--- src/rtl/i2c_pkg.sv ---
// ============================================================================
// Module      : i2c_pkg
// Description : Shared types and constants for the single-byte I2C master.
// Revision    : 1.0 - initial release
// ============================================================================
`default_nettype none

package i2c_pkg;

  localparam int unsigned c_clk_div_default = 4;

  // Nine protocol states need four bits of encoding.
  typedef enum logic [3:0] {
    ST_IDLE  = 4'd0,
    ST_START = 4'd1,
    ST_ADDR  = 4'd2,
    ST_ACK1  = 4'd3,
    ST_WDATA = 4'd4,
    ST_ACK2  = 4'd5,
    ST_RDATA = 4'd6,
    ST_MACK  = 4'd7,
    ST_STOP  = 4'd8
  } state_e;

  typedef enum logic [1:0] {
    Q0 = 2'd0,
    Q1 = 2'd1,
    Q2 = 2'd2,
    Q3 = 2'd3
  } quarter_e;

  function automatic logic is_byte_state(input state_e s);
    return (s == ST_ADDR) || (s == ST_WDATA) || (s == ST_RDATA);
  endfunction

endpackage

`default_nettype wire

--- src/rtl/i2c_clk_div.sv ---
// ============================================================================
// Module      : i2c_clk_div
// Description : Quarter-phase timebase; tick marks the last cycle of a quarter.
// Revision    : 1.0 - initial release
// ============================================================================
`default_nettype none

module i2c_clk_div
  import i2c_pkg::*;
#(
  parameter int unsigned CLK_DIV = c_clk_div_default
) (
  input  logic     clk,
  input  logic     rst_n,
  input  logic     run,
  output logic     tick,
  output quarter_e quarter
);

  localparam logic [7:0] c_cnt_last = 8'(CLK_DIV - 1);

  logic [7:0] r_cnt;
  quarter_e   r_quarter;

  assign tick    = run && (r_cnt == c_cnt_last);
  assign quarter = r_quarter;

  // Held at zero while idle so every transaction starts at quarter 0, cycle 0.
  always_ff @(posedge clk or negedge rst_n) begin
    if (!rst_n) begin
      r_cnt     <= 8'd0;
      r_quarter <= Q0;
    end else if (!run) begin
      r_cnt     <= 8'd0;
      r_quarter <= Q0;
    end else if (tick) begin
      r_cnt     <= 8'd0;
      r_quarter <= quarter_e'(r_quarter + 2'd1);
    end else begin
      r_cnt     <= r_cnt + 8'd1;
    end
  end

endmodule

`default_nettype wire

--- src/rtl/i2c_master.sv ---
// ============================================================================
// Module      : i2c_master
// Description : Single-byte I2C master (write or read), fixed 20-bit-period frame.
//               Define I2C_MASTER_ACKCHK_EN to abort to STOP on slave NACK.
// Revision    : 1.0 - initial release
// ============================================================================
`default_nettype none

module i2c_master
  import i2c_pkg::*;
#(
  parameter int unsigned CLK_DIV = c_clk_div_default
) (
  input  logic       clk,
  input  logic       rst_n,
  input  logic       start,
  input  logic       en,
  input  logic [6:0] addr,
  input  logic [7:0] wdata,
  input  logic       sda_i,
  output logic       scl,
  output logic       sda_o,
  output logic       sda_oe,
  output logic [7:0] rdata,
  output logic       busy,
  output logic       done,
  output logic       ack_err
);

  state_e     r_state;
  state_e     w_state_nxt;
  logic [2:0] r_bit_cnt;
  logic [7:0] r_tx;
  logic [7:0] r_rx;
  logic [7:0] r_rdata;
  logic [7:0] r_wdata;
  logic       r_en;

  logic       w_run;
  logic       w_tick;
  quarter_e   w_quarter;
  logic       w_bit_end;
  logic       w_sample;
  logic       w_accept;
  logic       w_last_bit;

  assign w_run      = (r_state != ST_IDLE);
  assign w_bit_end  = w_tick && (w_quarter == Q3);
  assign w_sample   = w_tick && (w_quarter == Q2);
  assign w_accept   = (r_state == ST_IDLE) && start;
  assign w_last_bit = (r_bit_cnt == 3'd7);

  i2c_clk_div #(
    .CLK_DIV (CLK_DIV)
  ) u_clk_div (
    .clk     (clk),
    .rst_n   (rst_n),
    .run     (w_run),
    .tick    (w_tick),
    .quarter (w_quarter)
  );

`ifdef I2C_MASTER_ACKCHK_EN
  logic r_nack;
  logic r_ack_err;

  always_ff @(posedge clk or negedge rst_n) begin
    if (!rst_n) begin
      r_nack    <= 1'b0;
      r_ack_err <= 1'b0;
    end else if (w_accept) begin
      r_nack    <= 1'b0;
      r_ack_err <= 1'b0;
    end else if (w_sample && (r_state inside {ST_ACK1, ST_ACK2})) begin
      r_nack <= sda_i;
      if (sda_i) r_ack_err <= 1'b1;
    end
  end

  assign ack_err = r_ack_err;
`else
  assign ack_err = 1'b0;
`endif

  always_comb begin
    w_state_nxt = r_state;
    case (r_state)
      ST_IDLE:  if (start) w_state_nxt = ST_START;
      ST_START: if (w_bit_end) w_state_nxt = ST_ADDR;
      ST_ADDR:  if (w_bit_end && w_last_bit) w_state_nxt = ST_ACK1;
      ST_ACK1: begin
        if (w_bit_end) begin
`ifdef I2C_MASTER_ACKCHK_EN
          if (r_nack)    w_state_nxt = ST_STOP;
          else if (r_en) w_state_nxt = ST_WDATA;
          else           w_state_nxt = ST_RDATA;
`else
          w_state_nxt = r_en ? ST_WDATA : ST_RDATA;
`endif
        end
      end
      ST_WDATA: if (w_bit_end && w_last_bit) w_state_nxt = ST_ACK2;
      ST_ACK2:  if (w_bit_end) w_state_nxt = ST_STOP;
      ST_RDATA: if (w_bit_end && w_last_bit) w_state_nxt = ST_MACK;
      ST_MACK:  if (w_bit_end) w_state_nxt = ST_STOP;
      ST_STOP:  if (w_bit_end) w_state_nxt = ST_IDLE;
      default:  w_state_nxt = ST_IDLE;
    endcase
  end

  // Outputs decode from registered state, so SDA moves only when the state
  // or shift register changes on a bit boundary (START/STOP excepted).
  always_comb begin
    scl    = 1'b1;
    sda_o  = 1'b1;
    sda_oe = 1'b0;
    done   = 1'b0;
    case (r_state)
      ST_IDLE: ;
      ST_START: begin
        sda_oe = 1'b1;
        sda_o  = (w_quarter inside {Q0, Q1});
      end
      ST_ADDR, ST_WDATA: begin
        scl    = (w_quarter inside {Q2, Q3});
        sda_oe = 1'b1;
        sda_o  = r_tx[7];
      end
      ST_STOP: begin
        scl = (w_quarter inside {Q2, Q3});
        if (w_quarter inside {Q0, Q1}) begin
          sda_oe = 1'b1;
          sda_o  = 1'b0;
        end
        done = w_bit_end;
      end
      default: scl = (w_quarter inside {Q2, Q3});
    endcase
  end

  assign busy  = w_run;
  assign rdata = r_rdata;

  always_ff @(posedge clk or negedge rst_n) begin
    if (!rst_n) begin
      r_state   <= ST_IDLE;
      r_bit_cnt <= 3'd0;
      r_tx      <= 8'd0;
      r_rx      <= 8'd0;
      r_rdata   <= 8'd0;
      r_wdata   <= 8'd0;
      r_en      <= 1'b0;
    end else begin
      r_state <= w_state_nxt;
      if (w_accept) begin
        r_tx      <= {addr, ~en};
        r_wdata   <= wdata;
        r_en      <= en;
        r_bit_cnt <= 3'd0;
      end
      if (w_sample && (r_state == ST_RDATA)) r_rx <= {r_rx[6:0], sda_i};
      if (w_bit_end) begin
        r_bit_cnt <= is_byte_state(r_state) ? r_bit_cnt + 3'd1 : 3'd0;
        if (r_state inside {ST_ADDR, ST_WDATA}) r_tx <= {r_tx[6:0], 1'b0};
        if (r_state == ST_ACK1)                 r_tx <= r_wdata;
        if ((r_state == ST_RDATA) && w_last_bit) r_rdata <= r_rx;
      end
    end
  end

endmodule

`default_nettype wire

--- config.mk ---
export PLATFORM = sky130hd
export DESIGN_NAME = i2c_master
export DESIGN_NICKNAME = d
export VERILOG_FILES = /design/src/rtl/i2c_pkg.sv /design/src/rtl/i2c_clk_div.sv /design/src/rtl/i2c_master.sv
export SDC_FILE = /design/constraint.sdc
export NUM_CORES = 1
export LEC_CHECK = 0
export BUFFER_PORTS_ARGS = -buffer_cell sky130_fd_sc_hd__buf_2
export CORE_MARGIN = 2
export CORE_UTILIZATION = 48
export DETAILED_ROUTE_END_ITERATION = 10
export HOLD_SLACK_MARGIN = 0.08
export PLACE_DENSITY_LB_ADDON = 0.25
export SLEW_MARGIN = 10
export SYNTH_ARGS = -nofsm -noshare
export SYNTH_HDL_FRONTEND = slang
export SYNTH_HIERARCHICAL = 1
export SYNTH_SLANG_ARGS = --single-unit
--- constraint.sdc ---
create_clock -name clk -period 3.43 [get_ports clk]
set_clock_uncertainty 0.15 [all_clocks]
set_input_delay 1.029 -clock clk [delete_from_list [all_inputs] [get_ports clk]]
set_output_delay 1.029 -clock clk [all_outputs]
set_load 0.03 [all_outputs]
==> impl_results.md <==
* Clock sinks at 50
* Final setup TNS at 0 ns
* Number of synthesized flops with an enable pin at 0
* Lkg Pwr at roughly 1.4 nW
* Initial antenna violation count at 0
* Complex-gate fraction of the synthesized area at a little under a tenth
* Worst EP arrival at around 2.1 ns
* # DRC at 0
* Initial DRT Pass Iterations at 4
* TritonCTS Buffers at 5
* Post-Syn Area per Cell at approximately 11 µm²
* Wire length on met3 at 223 µm
* Reg2Reg Launch Point: u_clk_div/r_cnt[0]
* Resize count post-CTS at 0
* DIE WIDTH at approximately 75 µm
* PwrDens at approximately 380 nW/µm²
* Buf/Inv on CP at 2
* Yosys reg bits at 50
* # setup viols final at 0
* # fillers at 440
* Largest net degree at the start of global routing at 28
* Placer Congestion at about 0.80
* Critical Path RT at 2.25 ns
* Stages on the worst setup path at 6
* Routed Antenna Nets at 0
* Final count of pins violating max slew at 0
* Cell taking the most area after synthesis: dfrtp_1
* First-pass GRT wire length at approximately 7500 µm
* Longest Clk Path Bufs at 2
* Post-CTS Setup Repair Bufs at 0
* Final period utilization at a little over nine tenths
* Main synth FF type: dfrtp_1
* Initial Util at slightly above 50%
* Port Buffers at 32
* Routed wire per std cell at 13.5 µm
* Cell family with most CP delay: simple AND/OR/NAND/NOR gates
* IO Count at 34
* Worst setup EP type: output port
* End point of the critical path: done
* DP HPWL at 3160 µm
* RSZ-0062 raised after global routing: no
* Worst setup SP type: register
* Max incr delay on CP at slightly below 0.7 ns
* Adder-cell area share of the yosys netlist at under 10%
* Hold_sp: r_wdata[1]
* Worst hold-check path type: register to register
* Clock Latency Late Sink at 0.30 ns
* Placeable Area at ~4800 µm²
* Max-slew headroom at a little over half
* Syn-to-layout area delta at 14.0%
* CTS tree: yes
* Post-CTS Hold Buffers at 0
* Final #Nets at between 200 and 300
* Post-Synth XOR/XNOR Area at roughly 1.5%
* Syn Std Cell Area at roughly 2400 µm²
* Final Hold Fails at 0
* Actual slew at the worst max-slew pin at about 0.68 ns
* Peak supply drop at ~0.33 mV
* Final core utilization at 57.3%
* FF-to-FF path depth at 7
* Max Freq at just over 300 MHz
* Die area at 5560 µm²
* GRT overflow at 0
* Synth Instances at roughly 230
* DR vias at ~1800
* Number of global-route vias before repair at approximately 1600
* Vias per cell at ~5.4
* CTS H-tree depth at 2
* Top sig layer: met4
* Num rows at 25
* Share of layout cells above drive strength 1 at 26.8%
* Simple-Gate Fraction of Synth Area at approximately 20%
* DR WL met2 at around 2100 µm
* Max Fanout on Critical Path at 14
* Result of the run: finished clean
* Final wirelength at around 4400 µm
* Seq/Total Area, Yosys at 52.3%
* Initial DRC Count at 123
* Clock-pin slew on the worst setup and hold paths at roughly 0.090 ns
* Die height at 74.6 µm
* Final Critical Period at approximately 3.3 ns
* Ys Warns at 6
* ANT cells at 0
* Post-synth top area share at 52.3%
* Post-synth ARST share at 100%
* WS Path Type: register to output port
* Tot GR Track Use at 17.6%
* Reg-to-reg endpoint: rdata[2]
* Worst path slowest cell: or4_1
* Dominant cells by area after synthesis: dfrtp_1, mux2_2, nand2_1, mux2i_1, nor2_1
* Number of max-cap violations at 0
* Hold slack at 0.335 ns
* Main combinational cell family by area after synthesis: simple AND/OR/NAND/NOR gates
* Synthesized Nets at ~250
* Clock tree root driver cell: clkbuf_8
* Metal-1 WL at around 2100 µm
* Mux contribution to synthesized area at a little over a tenth
* Yosys cell types at between 40 and 50
* R2R setup slack at a little under 0.6 ns
* CP cell instances: or4_1, inv_1, nor3_2, nand3_2, nor2_1, buf_2
* Setup crit start: r_state[0]
## registers in the layout, indices dropped and copies added (netlist names)
signal,flops
r_rx,8
u_clk_div/r_cnt,8
r_tx,8
r_bit_cnt,3
u_clk_div/quarter,2
r_state,4
r_en,1
r_wdata,8
rdata,8
## cells by family after synthesis
| group | after synthesis |
|---|---|
| XOR/XNOR | 4 |
| buffers and inverters | 22 |
| adder cells (fa/ha/maj) | 3 |
| other | 1 |
| multiplexers | 24 |
| AO/OA/AOI/OAI | 33 |
| AND/OR/NAND/NOR | 89 |
| flip-flops | 50 |
## how the worst min path moves through the flow
stage                 end  depth (start not counted)
5_1_grt        r_wdata[1]                          2
3_5_place_dp   r_wdata[7]                          2
6_report       r_wdata[1]                          2
4_1_cts        r_wdata[1]                          2
2_1_floorplan  r_wdata[0]                          2
3_3_place_gp   r_wdata[1]                          2
## layout by cell type, fill, tap and decap left out, types with 2 or more instances in the layout
cell and instances:
xor2_1 2, clkbuf_8 5, a21oi_1 10, or3b_2 2, nor2_1 17, a221oi_1 7
a211o_1 2, o21ai_0 6, nand4_1 2, nand2b_1 3, or3_1 6, ha_1 3
inv_1 13, dfrtp_1 50, buf_2 32, and3_1 2, mux2_2 16, nand3_1 7
mux2i_1 8, xnor2_1 2, nand2_1 38, buf_4 4, a32o_1 3
## per-layer routing
layer / up-vias / track usage [%]
met1: 866 / 23.9
met4: 0 / 5.36
met3: 5 / 3.93
met2: 44 / 28.3
li1: 853 / -
met5: - / 0
## where the power goes
group | internal, W | total, W | leakage, nW | switching [W]
Combinational | 0.00000928 | 0.0000255 | 0.663 | 0.0000162
Sequential | 0.000589 | 0.000589 | 0.658 | 0
Clock | 0.000219 | 0.000413 | 0.0585 | 0.000194
Total | 0.000817 | 0.00103 | 1.38 | 0.000210
## worst register-to-register path, cell delays in order, from the launching register on
cell	delay, ns
dfrtp_1	0.41
ha_1	0.25
or3b_2	0.51
nor3_2	0.21
and3_1	0.30
nand2_1	0.13
nor3_4	0.39
mux2_2	0.39
## final cells by class
| cell class | count | area (µm²) | share of cell area [%] |
|---|---|---|---|
| clock inverters | 3 | 43.8 | 1.61 |
| repair buffers | 36 | 190 | 6.98 |
| well taps | 67 | 83.8 | 3.08 |
| flip-flops and latches | 50 | 1250 | 45.9 |
| inverters | 13 | 48.8 | 1.79 |
| clock buffers | 5 | 68.8 | 2.53 |
| multi-input cells | 154 | 1040 | 38.1 |
## cell usage after synthesis, types with 2 or more instances
library cell / count
nor2_1: 17
or3b_2: 2
nand3_1: 7
a21oi_1: 10
a221oi_1: 7
nand4_1: 2
buf_4: 4
a32o_1: 3
inv_1: 13
xor2_1: 2
nand2b_1: 3
dfrtp_1: 50
a211o_1: 2
mux2_2: 16
clkbuf_1: 3
xnor2_1: 2
or3_1: 6
ha_1: 3
and3_1: 2
mux2i_1: 8
o21ai_0: 6
nand2_1: 38
## metrics by stage
stage / instances / total power [W] / instance area, µm² / setup slack (ns)
3_3_place_gp: 320 / 0.000627 / 2610 / 0.443
6_report: 328 / 0.00103 / 2730 / 0.161
4_1_cts: 328 / 0.00104 / 2720 / 0.0431
2_1_floorplan: 226 / 0.000603 / 2390 / 0.280
3_5_place_dp: 320 / 0.000627 / 2610 / 0.382
5_1_grt: 328 / 0.00107 / 2730 / 0.0422
(Power assumes the default switching activity.)
